File: src/rtl/alarm_ctrl_if.sv
// Alarm controller bus: running time, user pulses in; alarm digits, ring and tone out.
interface alarm_ctrl_if;
  localparam int unsigned TW = 6;

  logic [TW-1:0] i_hr;
  logic [TW-1:0] i_min;
  logic [TW-1:0] i_sec;
  logic          i_set_pos;
  logic          i_set_inc;
  logic          i_alarm_tgl;
  logic          i_stop;
  logic          i_snooze;
  logic [TW-1:0] o_alm_hr;
  logic [TW-1:0] o_alm_min;
  logic          o_alarm_en;
  logic          o_ringing;
  logic          o_buzz;

  // Time source / user panel side
  modport master (
    output i_hr, i_min, i_sec, i_set_pos, i_set_inc, i_alarm_tgl, i_stop, i_snooze,
    input  o_alm_hr, o_alm_min, o_alarm_en, o_ringing, o_buzz
  );

  // Alarm controller side
  modport slave (
    input  i_hr, i_min, i_sec, i_set_pos, i_set_inc, i_alarm_tgl, i_stop, i_snooze,
    output o_alm_hr, o_alm_min, o_alarm_en, o_ringing, o_buzz
  );
endinterface

File: src/rtl/alarm_ctrl.sv
// Alarm stage: holds the alarm time, detects the alarm minute from the running
// clock, and runs the ring/snooze sequence with a square-wave buzzer tone.
module alarm_ctrl #(
  parameter int unsigned TONE_DIV   = 25000,
  parameter int unsigned RING_SEC   = 60,
  parameter int unsigned SNOOZE_SEC = 300,
  parameter int unsigned MAX_SNOOZE = 3
) (
  input  logic       clk,
  input  logic       rst,
  alarm_ctrl_if.slave bus
);

  localparam int unsigned TW      = 6;
  localparam int unsigned SEC_MAX = (RING_SEC > SNOOZE_SEC) ? RING_SEC : SNOOZE_SEC;
  localparam int unsigned SEC_W   = (SEC_MAX > 1) ? $clog2(SEC_MAX) : 1;
  localparam int unsigned SNZ_W   = ($clog2(MAX_SNOOZE + 1) > 2) ? $clog2(MAX_SNOOZE + 1) : 2;
  localparam int unsigned TONE_W  = (TONE_DIV > 1) ? $clog2(TONE_DIV) : 1;

  typedef enum logic [1:0] {
    S_IDLE   = 2'd0,
    S_RING   = 2'd1,
    S_SNOOZE = 2'd2
  } state_e;

  state_e            state_q, state_d;
  logic [TW-1:0]     prev_sec_q;
  logic [TW-1:0]     alm_hr_q, alm_hr_d;
  logic [TW-1:0]     alm_min_q, alm_min_d;
  logic              en_q, en_d;
  logic [SEC_W-1:0]  ring_cnt_q, ring_cnt_d;
  logic [SEC_W-1:0]  wait_cnt_q, wait_cnt_d;
  logic [SNZ_W-1:0]  snz_cnt_q, snz_cnt_d;
  logic [TONE_W-1:0] tone_cnt_q, tone_cnt_d;
  logic              buzz_q, buzz_d;
  logic              ringing_q, ringing_d;
  logic              sec_evt;
  logic              match;

  // Second boundary and alarm-minute detection from the running time
  assign sec_evt = (bus.i_sec != prev_sec_q);
  assign match   = en_q & sec_evt & (bus.i_sec == '0)
                 & (bus.i_min == alm_min_q) & (bus.i_hr == alm_hr_q);

  // Next-state: alarm setting, enable, ring/snooze sequencing and tone
  always_comb begin
    state_d    = state_q;
    alm_hr_d   = alm_hr_q;
    alm_min_d  = alm_min_q;
    en_d       = en_q;
    ring_cnt_d = ring_cnt_q;
    wait_cnt_d = wait_cnt_q;
    snz_cnt_d  = snz_cnt_q;
    tone_cnt_d = '0;
    buzz_d     = 1'b0;

    if (bus.i_set_inc) begin
      if (bus.i_set_pos) begin
        alm_hr_d = (alm_hr_q == TW'(23)) ? '0 : alm_hr_q + TW'(1);
      end else begin
        alm_min_d = (alm_min_q == TW'(59)) ? '0 : alm_min_q + TW'(1);
      end
    end

    if (bus.i_alarm_tgl) begin
      en_d = ~en_q;
    end

    if (bus.i_alarm_tgl && en_q) begin
      state_d = S_IDLE;
    end else begin
      unique case (state_q)
        S_IDLE: begin
          if (match) begin
            state_d    = S_RING;
            ring_cnt_d = '0;
            snz_cnt_d  = '0;
          end
        end
        S_RING: begin
          if (bus.i_stop) begin
            state_d = S_IDLE;
          end else if (bus.i_snooze && (snz_cnt_q < SNZ_W'(MAX_SNOOZE))) begin
            state_d    = S_SNOOZE;
            wait_cnt_d = '0;
            snz_cnt_d  = snz_cnt_q + SNZ_W'(1);
          end else if (sec_evt) begin
            if (ring_cnt_q == SEC_W'(RING_SEC - 1)) begin
              state_d = S_IDLE;
            end else begin
              ring_cnt_d = ring_cnt_q + SEC_W'(1);
            end
          end
        end
        S_SNOOZE: begin
          if (bus.i_stop) begin
            state_d = S_IDLE;
          end else if (sec_evt) begin
            if (wait_cnt_q == SEC_W'(SNOOZE_SEC - 1)) begin
              state_d    = S_RING;
              ring_cnt_d = '0;
            end else begin
              wait_cnt_d = wait_cnt_q + SEC_W'(1);
            end
          end
        end
        default: state_d = S_IDLE;
      endcase
    end

    // Tone runs only while staying in RING; any entry restarts it from silence
    if ((state_d == S_RING) && (state_q == S_RING)) begin
      if (tone_cnt_q == TONE_W'(TONE_DIV - 1)) begin
        tone_cnt_d = '0;
        buzz_d     = ~buzz_q;
      end else begin
        tone_cnt_d = tone_cnt_q + TONE_W'(1);
        buzz_d     = buzz_q;
      end
    end

    ringing_d = (state_d == S_RING);
  end

  // State and output registers; prev_sec tracks i_sec even in reset
  always_ff @(posedge clk) begin
    prev_sec_q <= bus.i_sec;
    if (rst) begin
      state_q    <= S_IDLE;
      alm_hr_q   <= '0;
      alm_min_q  <= '0;
      en_q       <= 1'b0;
      ring_cnt_q <= '0;
      wait_cnt_q <= '0;
      snz_cnt_q  <= '0;
      tone_cnt_q <= '0;
      buzz_q     <= 1'b0;
      ringing_q  <= 1'b0;
    end else begin
      state_q    <= state_d;
      alm_hr_q   <= alm_hr_d;
      alm_min_q  <= alm_min_d;
      en_q       <= en_d;
      ring_cnt_q <= ring_cnt_d;
      wait_cnt_q <= wait_cnt_d;
      snz_cnt_q  <= snz_cnt_d;
      tone_cnt_q <= tone_cnt_d;
      buzz_q     <= buzz_d;
      ringing_q  <= ringing_d;
    end
  end

  assign bus.o_alm_hr   = alm_hr_q;
  assign bus.o_alm_min  = alm_min_q;
  assign bus.o_alarm_en = en_q;
  assign bus.o_ringing  = ringing_q;
  assign bus.o_buzz     = buzz_q;

endmodule

File: src/flat_wrapper.sv
// flat-port wrapper written by rule: the top's interface ports become plain ports
module alarm_ctrl_flat 
#(
  parameter int unsigned TONE_DIV   = 25000,
  parameter int unsigned RING_SEC   = 60,
  parameter int unsigned SNOOZE_SEC = 300,
  parameter int unsigned MAX_SNOOZE = 3
)
  (clk, rst, bus_i_hr, bus_i_min, bus_i_sec, bus_i_set_pos, bus_i_set_inc, bus_i_alarm_tgl, bus_i_stop, bus_i_snooze, bus_o_alm_hr, bus_o_alm_min, bus_o_alarm_en, bus_o_ringing, bus_o_buzz);
  alarm_ctrl_if bus_i ();
  input  logic clk;
  input  logic rst;
  input wire logic [$bits(bus_i.i_hr)-1:0] bus_i_hr;
  input wire logic [$bits(bus_i.i_min)-1:0] bus_i_min;
  input wire logic [$bits(bus_i.i_sec)-1:0] bus_i_sec;
  input wire logic [$bits(bus_i.i_set_pos)-1:0] bus_i_set_pos;
  input wire logic [$bits(bus_i.i_set_inc)-1:0] bus_i_set_inc;
  input wire logic [$bits(bus_i.i_alarm_tgl)-1:0] bus_i_alarm_tgl;
  input wire logic [$bits(bus_i.i_stop)-1:0] bus_i_stop;
  input wire logic [$bits(bus_i.i_snooze)-1:0] bus_i_snooze;
  output wire logic [$bits(bus_i.o_alm_hr)-1:0] bus_o_alm_hr;
  output wire logic [$bits(bus_i.o_alm_min)-1:0] bus_o_alm_min;
  output wire logic [$bits(bus_i.o_alarm_en)-1:0] bus_o_alarm_en;
  output wire logic [$bits(bus_i.o_ringing)-1:0] bus_o_ringing;
  output wire logic [$bits(bus_i.o_buzz)-1:0] bus_o_buzz;
  assign bus_i.i_hr = bus_i_hr;
  assign bus_i.i_min = bus_i_min;
  assign bus_i.i_sec = bus_i_sec;
  assign bus_i.i_set_pos = bus_i_set_pos;
  assign bus_i.i_set_inc = bus_i_set_inc;
  assign bus_i.i_alarm_tgl = bus_i_alarm_tgl;
  assign bus_i.i_stop = bus_i_stop;
  assign bus_i.i_snooze = bus_i_snooze;
  assign bus_o_alm_hr = bus_i.o_alm_hr;
  assign bus_o_alm_min = bus_i.o_alm_min;
  assign bus_o_alarm_en = bus_i.o_alarm_en;
  assign bus_o_ringing = bus_i.o_ringing;
  assign bus_o_buzz = bus_i.o_buzz;
  alarm_ctrl #(.TONE_DIV(TONE_DIV), .RING_SEC(RING_SEC), .SNOOZE_SEC(SNOOZE_SEC), .MAX_SNOOZE(MAX_SNOOZE)) u_core (.clk(clk), .rst(rst), .bus(bus_i));
endmodule
File: config.mk
export PLATFORM = sky130hd
export DESIGN_NAME = alarm_ctrl_flat
export DESIGN_NICKNAME = d
export VERILOG_FILES = /design/src/rtl/alarm_ctrl_if.sv /design/src/rtl/alarm_ctrl.sv /design/src/flat_wrapper.sv
export SDC_FILE = /design/constraint.sdc
export NUM_CORES = 1
export LEC_CHECK = 0
export CAP_MARGIN = 0
export CORE_UTILIZATION = 35
export CTS_BUF_LIST = sky130_fd_sc_hd__clkbuf_4
export DETAILED_ROUTE_END_ITERATION = 16
export GPL_ROUTABILITY_DRIVEN = 0
export SETUP_SLACK_MARGIN = 0.1
export SYNTH_ARGS = -nofsm -noshare
export SYNTH_HDL_FRONTEND = slang
export SYNTH_SLANG_ARGS = --single-unit
File: constraint.sdc
create_clock -name clk -period 2 [get_ports clk]
set_clock_uncertainty 0.1 [all_clocks]
set_input_delay 0.2 -clock clk [delete_from_list [all_inputs] [get_ports clk]]
set_output_delay 0.2 -clock clk [all_outputs]
set_load 0.02 [all_outputs]
==> results summary <==
The run finished, with violations left. The checks that failed: setup timing. The endpoint type of the worst setup path is a flop. The most used flip-flop cell after synthesis is sky130_fd_sc_hd__dfxtp_1. The I/O pin count is 40. The worst-case clock buffer depth is 2. Setup repair after global routing could not meet its margin everywhere. The start point of the critical path is u_core.wait_cnt_q[6]. Entering global routing, the biggest net connects 13 pins. The maximum vdd drop is 0.401 mV.

For the final routed database, the setup TNS stands at -0.584 ns. The number of setup violations in the final report came out at 14. The total count of max-transition violations in the final report is 0. Dividing the final minimum period by the clock period gives 1.04. The path type of the worst setup path is flop to flop.

Row generation in the floorplan step produced 32 rows. For this block, the routed nets add up to 7350 um of wire. The number of synthesized flops with an enable pin is 0. In this run the worst hold path is classified as input pin to flop.

The count of yosys warnings during synthesis came out at 0. TritonCTS built the clock tree. The post-synthesis cell area is 2880 um2.

The die boundary width came out at 92.7 um. The global-route wire length before repair came out at 12100 um. The leakage power is 1.62 nW.

The number of endpoints with negative hold slack in the final report came out at 0. Counting the buffers created by CTS gives 9. The layout-stage area growth over the synthesis result is 54.5%. Excluding fillers, the count of instances in the completed layout stands at 547. The post-route DRC violation count came out at 0. The height of the chip came out at 92.7 um. The startpoint identified for the worst hold timing path is bus_i_sec[4]. The number of sinks driven by the clock tree is 58. The fraction of synthesis flops using an asynchronous set or reset pin is 0.

The required time of the critical path came out at 2.19 ns. The final hold slack came out at 0.253 ns. The worst register-to-register path begins at u_core.wait_cnt_q[6].

The remaining antenna violation count is 0. The proportion of layout cells with a drive suffix above 1 is 0.340. The all-layer global routing usage is 0.180. When the netlist entered floorplanning its net count stood at 359. For this run, the register share of the synthesized area comes to 0.403. The vias after detailed routing is 2779.

The violation count after the first detailed-route iteration is 66. The average footprint of a synthesized cell is 8.79 um2. The tree is rooted in a sky130_fd_sc_hd__clkbuf_4.

The H-tree generated during clock tree synthesis spans 3 levels. The number of instances in the synthesized netlist came out at 328. Clock-pin slew was measured on the worst setup and hold paths at 0.10 ns. The actual slew at the worst max-slew pin came out at 0.388 ns.

Max-cap violations in this run came to 0. The via count of the first global-routing pass came out at 2561. The final net count came out at 471.

The initial antenna violation count was 1. The number of cells after detailed placement came out at 526. The initial core utilization is 0.367.

STA classifies the critical path startpoint as a flop. The average wire per standard cell is 13.4 um. The worst setup slack after layout came out at -0.0851 ns.

The number of buffer cells added on primary ports came out at 39. The detailed placer's ending HPWL is 5300 um. The standard cell core area came out at 7850 um2. The synthesis-stage register bit count is 58. The maximum achievable frequency came out at 480 MHz. For the finished layout, the period the worst path requires is 2.09 ns. The number of optimization iterations in the first detailed-route pass came out at 4. Synthesis instantiated 51 different standard cells from the library.

Data arrives at the worst endpoint at 2.28 ns. The total of hold buffers inserted after clock tree synthesis is 0. The detail-routed via count per cell is 5.08.

The total power divided by cell area is 499 nW/um2. The die outline area is 8600 um2. The maximum net fanout on the critical path came out at 6. The total global routing overflow is 0. The clock latency at the later pin of the worst-skew pair is 0.41 ns.

Measured against its own limit, the worst slew margin works out to 0.739.
==> report_power, final <==
group	internal (mW)	leakage, nW	switching (mW)	total (mW)
clock network	0.375	0.0688	0.430	0.805
logic	0.132	1.08	0.108	0.240
registers	1.17	0.474	0.0102	1.18
total	1.67	1.62	0.547	2.22
==> what timing repair did <==
item	4_1_cts	5_1_grt
endpoints found under the setup margin	36	38
buffers inserted	1	4
gates resized for setup	44	43
hold endpoints to repair	0	0
pin swaps	14	20
cloned	0	1
==> placed cells by master (no fill, tap or decap), types with 7 or more instances in the layout <==
cell / synthesis / final
sky130_fd_sc_hd__nor2_4: 0 / 10
sky130_fd_sc_hd__xor2_1: 24 / 19
sky130_fd_sc_hd__buf_4: 1 / 60
sky130_fd_sc_hd__nand4_1: 11 / 11
sky130_fd_sc_hd__nor2_1: 50 / 35
sky130_fd_sc_hd__inv_1: 9 / 9
sky130_fd_sc_hd__nand3_1: 17 / 17
sky130_fd_sc_hd__nand2_1: 24 / 22
sky130_fd_sc_hd__buf_6: 0 / 10
sky130_fd_sc_hd__xnor2_1: 24 / 22
sky130_fd_sc_hd__dfxtp_1: 58 / 49
sky130_fd_sc_hd__dfxtp_2: 0 / 7
sky130_fd_sc_hd__clkdlybuf4s50_1: 0 / 38
sky130_fd_sc_hd__a21oi_1: 11 / 8
sky130_fd_sc_hd__clkbuf_4: 0 / 10
==> critical path, cell delays in order, from the launching register on <==
cell,delay [ns]
sky130_fd_sc_hd__dfxtp_2,0.33
sky130_fd_sc_hd__nand4bb_4,0.24
sky130_fd_sc_hd__buf_6,0.14
sky130_fd_sc_hd__o41a_1,0.39
sky130_fd_sc_hd__o21ai_4,0.28
sky130_fd_sc_hd__a211oi_2,0.08
sky130_fd_sc_hd__nand3_1,0.11
sky130_fd_sc_hd__mux2_4,0.30
==> cell usage after synthesis, types with 2 or more instances <==
master | instances | area [um2]
sky130_fd_sc_hd__xor2_1 | 24 | 210
sky130_fd_sc_hd__buf_2 | 3 | 15.0
sky130_fd_sc_hd__o41ai_1 | 3 | 26.3
sky130_fd_sc_hd__a21oi_1 | 11 | 55.1
sky130_fd_sc_hd__and4_1 | 2 | 17.5
sky130_fd_sc_hd__xnor2_1 | 24 | 210
sky130_fd_sc_hd__o32ai_1 | 3 | 26.3
sky130_fd_sc_hd__o211ai_1 | 2 | 15.0
sky130_fd_sc_hd__nor4b_1 | 5 | 43.8
sky130_fd_sc_hd__and2_1 | 5 | 31.3
sky130_fd_sc_hd__nor2b_1 | 5 | 31.3
sky130_fd_sc_hd__nand2b_1 | 4 | 25.0
sky130_fd_sc_hd__a311oi_1 | 2 | 17.5
sky130_fd_sc_hd__ha_1 | 6 | 75.1
sky130_fd_sc_hd__nor3b_1 | 2 | 15.0
sky130_fd_sc_hd__nand4_1 | 11 | 68.8
sky130_fd_sc_hd__and3_1 | 5 | 31.3
sky130_fd_sc_hd__a211oi_1 | 6 | 45.0
sky130_fd_sc_hd__o21ai_0 | 4 | 20.0
sky130_fd_sc_hd__clkbuf_1 | 6 | 22.5
sky130_fd_sc_hd__nor4_1 | 2 | 12.5
sky130_fd_sc_hd__nand3_1 | 17 | 85.1
sky130_fd_sc_hd__nor4_2 | 2 | 25.0
sky130_fd_sc_hd__mux2i_1 | 5 | 50.1
sky130_fd_sc_hd__nand2_1 | 24 | 90.1
sky130_fd_sc_hd__inv_1 | 9 | 33.8
sky130_fd_sc_hd__dfxtp_1 | 58 | 1160
sky130_fd_sc_hd__a2111oi_0 | 3 | 26.3
sky130_fd_sc_hd__nor2_1 | 50 | 188
sky130_fd_sc_hd__nor3_1 | 4 | 20.0
==> per-layer routing <==
metal / global-route usage / part of all wire / wire (um)
met5: 0 / 0 / 0
met4: 0.0577 / 0.024 / 180
met3: 0.0493 / 0.036 / 263
met2: 0.293 / 0.48 / 3520
met1: 0.231 / 0.46 / 3390
==> metrics by stage <==
step	total power, mW	worst slack (ns)	area (um2)	utilization
CTS	2.23	-0.0768	4260	0.543
global placement	1.42	-0.431	3900	0.497
finish	2.22	-0.0851	4450	0.567
floorplan	1.29	-0.0452	2920	-
detailed placement	1.43	-0.492	3900	0.497
global route	2.31	-0.145	4450	0.567
==> cells by family after synthesis <==
kind of cell / Yosys count / synth area share
XOR/XNOR: 48 / 0.146
multiplexers: 6 / 0.0213
AO/OA/AOI/OAI: 45 / 0.117
flip-flops: 58 / 0.403
AND/OR/NAND/NOR: 145 / 0.258
buffers and inverters: 20 / 0.0287
adder cells (fa/ha/maj): 6 / 0.0261
==> path summary, 6_finish.rpt <==
check,endpoint,slack (ns),cells after the start
max reg2reg,u_core.wait_cnt_q[4],-0.09,7
min,u_core.prev_sec_q[4],0.25,1
min reg2reg,u_core.tone_cnt_q[0],0.39,1
max,u_core.wait_cnt_q[4],-0.09,7
==> registers in the layout, summed over array words and instances (netlist names) <==
register,cells
u_core.bus.o_alarm_en,1
u_core.bus.o_alm_hr,6
u_core.bus.o_alm_min,6
u_core.bus.o_buzz,1
u_core.bus.o_ringing,1
u_core.prev_sec_q,6
u_core.ring_cnt_q,9
u_core.snz_cnt_q,2
u_core.state_q,2
u_core.tone_cnt_q,15
u_core.wait_cnt_q,9
==> final cells by class <==
| class | instances | area [um2] |
|---|---|---|
| fill | 728 | 3400 |
| multi-input combinational | 250 | 1980 |
| sequential | 58 | 1180 |
| timing repair buffer | 112 | 1010 |
| tap | 102 | 128 |
| clock buffer | 10 | 75.1 |
| clock inverter | 5 | 46.3 |
| inverter | 9 | 33.8 |
| antenna | 1 | 2.50 |
No activity file was read; power rests on OpenSTA's default activity.
